File: config.mk
export PLATFORM = sky130hd
export DESIGN_NAME = sb_prefetch_ctrl_flat
export DESIGN_NICKNAME = d
export VERILOG_FILES = /design/src/rtl/sb_prefetch_ctrl_if.sv /design/src/rtl/sb_prefetch_ctrl.sv /design/src/flat_wrapper.sv
export SDC_FILE = /design/constraint.sdc
export NUM_CORES = 1
export LEC_CHECK = 0
export BUFFER_PORTS_ARGS = -buffer_cell sky130_fd_sc_hd__buf_2
export CORE_AREA = 4 4 234 236
export DETAILED_ROUTE_END_ITERATION = 10
export DIE_AREA = 0 0 238 240
export SETUP_SLACK_MARGIN = 0.5
export SYNTH_ARGS = -nofsm -noshare
export SYNTH_HDL_FRONTEND = slang
export SYNTH_SLANG_ARGS = --single-unit
File: constraint.sdc
create_clock -name clk -period 3.1 [get_ports clk]
set_input_delay 0.465 -clock clk [delete_from_list [all_inputs] [get_ports clk]]
set_output_delay 0.465 -clock clk [all_outputs]
set_load 0.05 [all_outputs]
File: src/rtl/sb_prefetch_ctrl_if.sv
// Bundle of the refill-request side and the stream_buffer side of sb_prefetch_ctrl.
// The master modport is the environment; the slave modport is the controller.
interface sb_prefetch_ctrl_if #(
    parameter int LINE_WIDTH = 256,
    parameter int PHYS_WIDTH = 32
);
    localparam int LABEL_WIDTH = PHYS_WIDTH - $clog2(LINE_WIDTH / 8);

    logic                   pf_en;
    logic                   flush;
    logic                   miss_req;
    logic [LABEL_WIDTH-1:0] miss_label;
    logic                   miss_ack;
    logic                   miss_hit;
    logic [LINE_WIDTH-1:0]  miss_line;
    logic [LABEL_WIDTH-1:0] sb_label;
    logic                   sb_label_rdy;
    logic [LABEL_WIDTH-1:0] sb_label_o;
    logic [LINE_WIDTH-1:0]  sb_data;
    logic                   sb_data_vld;

    modport master (
        output pf_en, flush, miss_req, miss_label, sb_label_o, sb_data, sb_data_vld,
        input  miss_ack, miss_hit, miss_line, sb_label, sb_label_rdy
    );

    modport slave (
        input  pf_en, flush, miss_req, miss_label, sb_label_o, sb_data, sb_data_vld,
        output miss_ack, miss_hit, miss_line, sb_label, sb_label_rdy
    );
endinterface

File: src/rtl/sb_prefetch_ctrl.sv
// Next-line prefetch controller in front of a single stream_buffer: answers refill
// requests from the held line, then queues a prefetch of the following line in the page.
module sb_prefetch_ctrl #(
    parameter int LINE_WIDTH = 256,
    parameter int PAGE_BITS  = 12,
    parameter int PHYS_WIDTH = 32
) (
    input  logic                 clk,
    input  logic                 rst,
    sb_prefetch_ctrl_if.slave    bus
);
    typedef logic [PHYS_WIDTH-1:0] phys_t;

    localparam int LINE_BYTE_OFFSET = $clog2(LINE_WIDTH / 8);
    localparam int LABEL_WIDTH      = $bits(phys_t) - LINE_BYTE_OFFSET;
    localparam int PAGE_LINE_BITS   = PAGE_BITS - LINE_BYTE_OFFSET;

    localparam logic [1:0] S_IDLE      = 2'd0;
    localparam logic [1:0] S_RESP      = 2'd1;
    localparam logic [1:0] S_WAIT_FILL = 2'd2;

    logic [1:0]             state;
    logic                   hit_q;
    logic [LINE_WIDTH-1:0]  line_q;
    logic [LABEL_WIDTH-1:0] req_label;
    logic                   pending;
    logic [LABEL_WIDTH-1:0] inflight_label;
    logic                   stale;
    logic                   q_vld;
    logic [LABEL_WIDTH-1:0] q_label;

    logic                   line_ok;
    logic                   issue;
    logic                   page_end;
    logic                   enqueue;
    logic [LABEL_WIDTH-1:0] next_label;

    assign line_ok    = bus.sb_data_vld & ~pending & ~stale;
    assign issue      = q_vld & ~pending & (state != S_WAIT_FILL) & ~bus.flush;
    // Last line of a page (this also covers the all-ones label, so +1 never wraps).
    assign page_end   = &req_label[PAGE_LINE_BITS-1:0];
    assign next_label = req_label + 1'b1;
    assign enqueue    = (state == S_RESP) & bus.pf_en & ~page_end;

    assign bus.miss_ack     = (state == S_RESP);
    assign bus.miss_hit     = hit_q;
    assign bus.miss_line    = line_q;
    assign bus.sb_label_rdy = issue;
    assign bus.sb_label     = issue ? q_label : '0;

    always_ff @(posedge clk) begin
        if (rst) begin
            state          <= S_IDLE;
            hit_q          <= 1'b0;
            line_q         <= '0;
            req_label      <= '0;
            pending        <= 1'b0;
            inflight_label <= '0;
            stale          <= 1'b1;
            q_vld          <= 1'b0;
            q_label        <= '0;
        end else begin
            case (state)
                S_IDLE: begin
                    if (bus.miss_req) begin
                        req_label <= bus.miss_label;
                        if (line_ok && bus.sb_label_o == bus.miss_label) begin
                            state  <= S_RESP;
                            hit_q  <= 1'b1;
                            line_q <= bus.sb_data;
                        end else if (pending && !stale && inflight_label == bus.miss_label) begin
                            state <= S_WAIT_FILL;
                        end else begin
                            state <= S_RESP;
                            hit_q <= 1'b0;
                        end
                    end
                end
                S_RESP: state <= S_IDLE;
                S_WAIT_FILL: begin
                    // A fill that landed on the entry edge leaves pending low with the line held.
                    if (bus.flush) begin
                        state <= S_RESP;
                        hit_q <= 1'b0;
                    end else if (bus.sb_data_vld && (pending || bus.sb_label_o == req_label)) begin
                        state  <= S_RESP;
                        hit_q  <= 1'b1;
                        line_q <= bus.sb_data;
                    end else if (!pending) begin
                        state <= S_RESP;
                        hit_q <= 1'b0;
                    end
                end
                default: state <= S_IDLE;
            endcase

            // NOTE: non-blocking updates below are ordered by priority; the last one to fire wins.
            if (pending && bus.sb_data_vld) pending <= 1'b0;
            if (issue) begin
                pending        <= 1'b1;
                inflight_label <= q_label;
                q_vld          <= 1'b0;
                stale          <= 1'b0;
            end
            if (enqueue) begin
                q_label <= next_label;
                q_vld   <= 1'b1;
            end
            if (bus.flush) begin
                q_vld <= 1'b0;
                stale <= 1'b1;
            end
            if (!bus.pf_en) q_vld <= 1'b0;
        end
    end
endmodule

File: src/flat_wrapper.sv
// flat-port wrapper written by rule: the top's interface ports become plain ports
module sb_prefetch_ctrl_flat 
#(
    parameter int LINE_WIDTH = 256,
    parameter int PAGE_BITS  = 12,
    parameter int PHYS_WIDTH = 32
)
  (clk, rst, bus_pf_en, bus_flush, bus_miss_req, bus_miss_label, bus_sb_label_o, bus_sb_data, bus_sb_data_vld, bus_miss_ack, bus_miss_hit, bus_miss_line, bus_sb_label, bus_sb_label_rdy);
  sb_prefetch_ctrl_if #(.LINE_WIDTH(LINE_WIDTH), .PHYS_WIDTH(PHYS_WIDTH)) bus_i ();
  input  logic clk;
  input  logic rst;
  input wire logic [$bits(bus_i.pf_en)-1:0] bus_pf_en;
  input wire logic [$bits(bus_i.flush)-1:0] bus_flush;
  input wire logic [$bits(bus_i.miss_req)-1:0] bus_miss_req;
  input wire logic [$bits(bus_i.miss_label)-1:0] bus_miss_label;
  input wire logic [$bits(bus_i.sb_label_o)-1:0] bus_sb_label_o;
  input wire logic [$bits(bus_i.sb_data)-1:0] bus_sb_data;
  input wire logic [$bits(bus_i.sb_data_vld)-1:0] bus_sb_data_vld;
  output wire logic [$bits(bus_i.miss_ack)-1:0] bus_miss_ack;
  output wire logic [$bits(bus_i.miss_hit)-1:0] bus_miss_hit;
  output wire logic [$bits(bus_i.miss_line)-1:0] bus_miss_line;
  output wire logic [$bits(bus_i.sb_label)-1:0] bus_sb_label;
  output wire logic [$bits(bus_i.sb_label_rdy)-1:0] bus_sb_label_rdy;
  assign bus_i.pf_en = bus_pf_en;
  assign bus_i.flush = bus_flush;
  assign bus_i.miss_req = bus_miss_req;
  assign bus_i.miss_label = bus_miss_label;
  assign bus_i.sb_label_o = bus_sb_label_o;
  assign bus_i.sb_data = bus_sb_data;
  assign bus_i.sb_data_vld = bus_sb_data_vld;
  assign bus_miss_ack = bus_i.miss_ack;
  assign bus_miss_hit = bus_i.miss_hit;
  assign bus_miss_line = bus_i.miss_line;
  assign bus_sb_label = bus_i.sb_label;
  assign bus_sb_label_rdy = bus_i.sb_label_rdy;
  sb_prefetch_ctrl #(.LINE_WIDTH(LINE_WIDTH), .PAGE_BITS(PAGE_BITS), .PHYS_WIDTH(PHYS_WIDTH)) u_core (.clk(clk), .rst(rst), .bus(bus_i));
endmodule
==> metrics.txt <==
# TYPE chip_impl_metric gauge
chip_impl_metric{name="postPlaceCellArea",unit="sq um"} 18300
chip_impl_metric{name="drive_above_1_share",unit="%"} 39.4
chip_impl_metric{name="cp_data_arrival_time",unit="ns"} 2.07
chip_impl_metric{name="final.min_clock_period",unit="ns"} 2.54
chip_impl_metric{name="synth-seq-cells",unit=""} 343
chip_impl_metric{name="multi_input_comb_area",unit="sq um"} 6930
chip_impl_metric{name="p_switching",unit="mW"} 2.29
chip_impl_metric{name="report.final.hold_viol_count",unit=""} 0
chip_impl_metric{name="detailedRoute.firstIterationViolations",unit=""} 1015
chip_impl_info{name="most_used_standard_cell_by_instance_count_after_synthesis",value="sky130_fd_sc_hd__dfxtp_1"} 1
chip_impl_metric{name="tightestPinTransition",unit="ns"} 1.13
chip_impl_metric{name="holdPathStages",unit=""} 2
chip_impl_metric{name="maxCapViolCount",unit=""} 0
chip_impl_metric{name="synth.cell_area",unit="sq um"} 14600
chip_impl_metric{name="cts.clk_slew.worst_paths",unit="ns"} 0.06
chip_impl_info{name="cp-start-kind",value="flop"} 1
chip_impl_metric{name="h-tree-depth",unit=""} 2
chip_impl_metric{name="layout_setup_ws",unit="ns"} 0.562
chip_impl_metric{name="power_frac_comb",unit="%"} 6.6
chip_impl_metric{name="max_slew_margin",unit="%"} 24.8
chip_impl_metric{name="grt_start_max_net_pins",unit=""} 145
chip_impl_metric{name="port-buffer-count",unit=""} 601
chip_impl_metric{name="skew",unit="ns"} 0.0375
chip_impl_metric{name="final.fill_count",unit=""} 5336
chip_impl_metric{name="cts-buffers-inserted",unit=""} 40
chip_impl_metric{name="synth-warning-count",unit=""} 0
chip_impl_metric{name="ctsLongestPathBuffers",unit=""} 3
chip_impl_info{name="cpLargestDelayFamily",value="buffers and inverters"} 1
chip_impl_metric{name="register_area",unit="sq um"} 6880
chip_impl_metric{name="synthesis.instances",unit=""} 1462
chip_impl_metric{name="timing.setup.tns",unit="ns"} 0
chip_impl_info{name="cts_tree",value="yes"} 1
chip_impl_info{name="ys_top_cells_by_area",value="sky130_fd_sc_hd__dfxtp_1 47%, sky130_fd_sc_hd__nor4b_1 15%, sky130_fd_sc_hd__a31o_1 14%"} 1
chip_impl_metric{name="final_max_slew_viol_count",unit=""} 0
chip_impl_metric{name="area_growth",unit="%"} 37.1
chip_impl_info{name="crit_type",value="flop to output port"} 1
chip_impl_metric{name="clockPowerShare",unit="%"} 47.6
chip_impl_metric{name="grt-ovfl-total",unit=""} 0
chip_impl_metric{name="cts_hold_buffers",unit=""} 0
chip_impl_info{name="timing.rr.end",value="u_core.bus.miss_line[109]"} 1
chip_impl_metric{name="utilization",unit="%"} 38.2
chip_impl_metric{name="width_of_the_die",unit="um"} 238
chip_impl_metric{name="post-route-drc-count",unit=""} 0
chip_impl_metric{name="drt-vias-per-instance",unit=""} 5.21
chip_impl_metric{name="stdcell_area",unit="sq um"} 20000
chip_impl_metric{name="setup_slack_at_placement",unit="ns"} 0.226
chip_impl_metric{name="grtUsageTotal",unit="%"} 18.2
chip_impl_info{name="hold_path_class",value="input pin to flop"} 1
chip_impl_metric{name="netlist-cell-type-count",unit=""} 39
chip_impl_info{name="synth_commonest_cells",value="343 x sky130_fd_sc_hd__dfxtp_1, 257 x sky130_fd_sc_hd__nor4b_1, 228 x sky130_fd_sc_hd__a31o_1"} 1
chip_impl_metric{name="switching_share_of_power",unit="%"} 23.3
chip_impl_info{name="clk_root_buffer_cell",value="sky130_fd_sc_hd__clkbuf_16"} 1
chip_impl_metric{name="synth_top_cell_area_share",unit="%"} 47.0
chip_impl_info{name="setup_repair_after_global_routing_missed_its_margin",value="true"} 1
chip_impl_metric{name="setup_viol_count_final",unit=""} 0
chip_impl_metric{name="clock-sinks",unit=""} 343
chip_impl_metric{name="antenna_found_initial",unit=""} 10
chip_impl_metric{name="timing.critical_path.fanout_max",unit=""} 7
chip_impl_metric{name="hpwlAfterDp",unit="um"} 38900
chip_impl_metric{name="syn-mean-instance-area",unit="sq um"} 10.0
chip_impl_metric{name="grt_first_pass_wirelength",unit="um"} 83100
chip_impl_info{name="hold_start",value="bus_flush"} 1
chip_impl_info{name="status",value="completed"} 1
chip_impl_metric{name="via_count",unit=""} 14200
chip_impl_metric{name="fin_nets",unit=""} 2309
chip_impl_metric{name="setup.reg_to_reg.worst_slack",unit="ns"} 0.61
chip_impl_metric{name="firstDrtPassIters",unit=""} 5
chip_impl_metric{name="synthArstFlopShare",unit="%"} 0
chip_impl_metric{name="edff_count_synth",unit=""} 0
chip_impl_metric{name="total_buffers_and_inverters_traversed_by_the_critical_path",unit=""} 5
chip_impl_metric{name="dieHeight",unit="um"} 240
chip_impl_metric{name="share_seq_of_total_power",unit="%"} 45.7
chip_impl_metric{name="via_count_of_the_first_global_routing_pass",unit=""} 13900
chip_impl_info{name="synth_top_flop_cell",value="sky130_fd_sc_hd__dfxtp_1"} 1
chip_impl_metric{name="pwr_density",unit="nW/um^2"} 489
chip_impl_metric{name="seq_area_frac_synth",unit="%"} 47.0
chip_impl_metric{name="fp-row-count",unit=""} 84
chip_impl_metric{name="static_power_due_to_leakage",unit="nW"} 8.45
chip_impl_info{name="timing.critical_path.cells",value="a21oi_4 > nand2_2 > or2_4 > inv_4 > buf_12 > buf_12 > nand2_1 > inv_1 > buf_6"} 1
chip_impl_metric{name="timing.fmax",unit="MHz"} 394
chip_impl_metric{name="worst_skew_pair.late_latency",unit="ns"} 0.56
chip_impl_info{name="synth_largest_area_cell",value="sky130_fd_sc_hd__dfxtp_1"} 1
chip_impl_metric{name="core",unit="sq um"} 52400
chip_impl_metric{name="finalCritPeriodShare",unit="%"} 81.9
chip_impl_metric{name="mappedNetlistNets",unit=""} 1779
chip_impl_metric{name="final_gp_congestion",unit=""} 0.867
chip_impl_metric{name="internal_power",unit="mW"} 7.52
chip_impl_metric{name="required",unit="ns"} 2.63
chip_impl_metric{name="ir_drop",unit="mV"} 0.367
chip_impl_metric{name="design.portCount",unit=""} 602
chip_impl_metric{name="die-area",unit="sq um"} 57100
chip_impl_metric{name="avgRoutedWirePerCell",unit="um"} 20.8
chip_impl_metric{name="cp_slowest_stage_delay",unit="ns"} 0.37
chip_impl_metric{name="initial_utilization",unit="%"} 27.9
chip_impl_info{name="cell_type_with_the_highest_occurrence_count_on_the_critical_path",value="sky130_fd_sc_hd__buf_12"} 1
chip_impl_info{name="worst_setup_path_end_kind",value="output port"} 1
chip_impl_info{name="critical-path-slowest-cell",value="sky130_fd_sc_hd__dfxtp_4"} 1
chip_impl_metric{name="detail-route-antenna-nets",unit=""} 0
chip_impl_metric{name="worst-r2r-cell-count",unit=""} 10
chip_impl_metric{name="total_routed_wirelength",unit="um"} 56700
chip_impl_info{name="cp-startpoint",value="u_core.state[1]"} 1
chip_impl_info{name="hold_end",value="u_core.q_vld"} 1
chip_impl_info{name="crit-reg2reg-launch",value="u_core.state[0]"} 1
==> worst max-delay path by stage <==
stage / endpoint / slack (ns) / cells past startpoint
floorplan: bus_sb_label[17] / 0.68 / 8
global placement: u_core.bus.miss_line[109] / 0.21 / 10
detailed placement: u_core.bus.miss_line[109] / 0.23 / 10
CTS: bus_sb_label[10] / 0.50 / 9
global route: bus_sb_label[16] / 0.47 / 9
finish: bus_sb_label[18] / 0.56 / 9
==> metal layers <==
metal  GRT usage [%]  share of wire [%]  wire length, um
met1            22.3                 40            22400
met2            29.6                 48            27000
met3            6.30                9.3             5280
met4            6.97                3.4             1920
met5               0              0.049               28
==> cells by family (layout without fill, tap and decap cells) <==
| family | Yosys count | in the layout | share of synthesized area [%] |
|---|---|---|---|
| AO/OA/AOI/OAI | 349 | 349 | 18.9 |
| XOR/XNOR | 95 | 95 | 5.69 |
| adder cells (fa/ha/maj) | 1 | 1 | 0.0856 |
| buffers and inverters | 198 | 756 | 6.33 |
| flip-flops | 343 | 343 | 47.0 |
| other | 0 | 14 | 0 |
| AND/OR/NAND/NOR | 476 | 476 | 22.0 |
==> layout make-up <==
cell class | instances | share of cell area, %
multi-input cells | 921 | 34.6
flip-flops and latches | 343 | 34.3
repair buffers | 656 | 19.6
clock buffers | 57 | 5.61
well taps | 688 | 4.30
clock inverters | 13 | 0.787
inverters | 30 | 0.624
diodes | 14 | 0.175
==> cells in the final DEF (no fill, tap or decap), drive strengths merged, types with 20 or more instances in the layout <==
cell    instances
buf           654
dfxtp         343
nor4b         257
a31o          255
nand2         139
xnor2          71
a21oi          71
clkbuf         58
inv            31
nor2           27
xor2           24
nand4          20
==> power by group through the flow <==
stage | logic [mW] | clock network, mW | registers [mW]
after floorplan | 0.312 | 0 | 4.57
after global placement | 0.630 | 0 | 4.58
after detailed placement | 0.635 | 0 | 4.58
after CTS | 0.646 | 4.82 | 4.48
after global routing | 0.699 | 4.99 | 4.48
final | 0.652 | 4.67 | 4.48
==> through the flow <==
stage	hold slack [ns]	std cells	total power [mW]
floorplan	0.437	1462	4.88
global placement	0.445	2631	5.21
finish	0.154	2722	9.80
CTS	0.101	2705	9.95
global route	0.146	2714	10.2
detailed placement	0.448	2631	5.21
==> flip-flops by register name (all words and copies together) (netlist names) <==
name	count
u_core.inflight_label	27
u_core.bus.miss_line	256
u_core.q_label	27
u_core.req_label	27
u_core.bus.miss_hit	1
u_core.state	2
u_core.q_vld	1
u_core.pending	1
u_core.stale	1
==> worst register-to-register path: cells and delay by family, from the launching register on <==
family          cells  cell delay (ns)
compound gates      2             0.23
buf+inv             4             0.82
simple gates        4             1.04
flops               1             0.35
==> repair_timing <==
action                     4_1_cts  5_1_grt
setup buffers                    2        2
gates cloned                     2        1
resized for setup               60       70
pin swaps                        0        1
setup endpoints to repair       65       57
No activity file was read; power rests on OpenSTA's default activity.
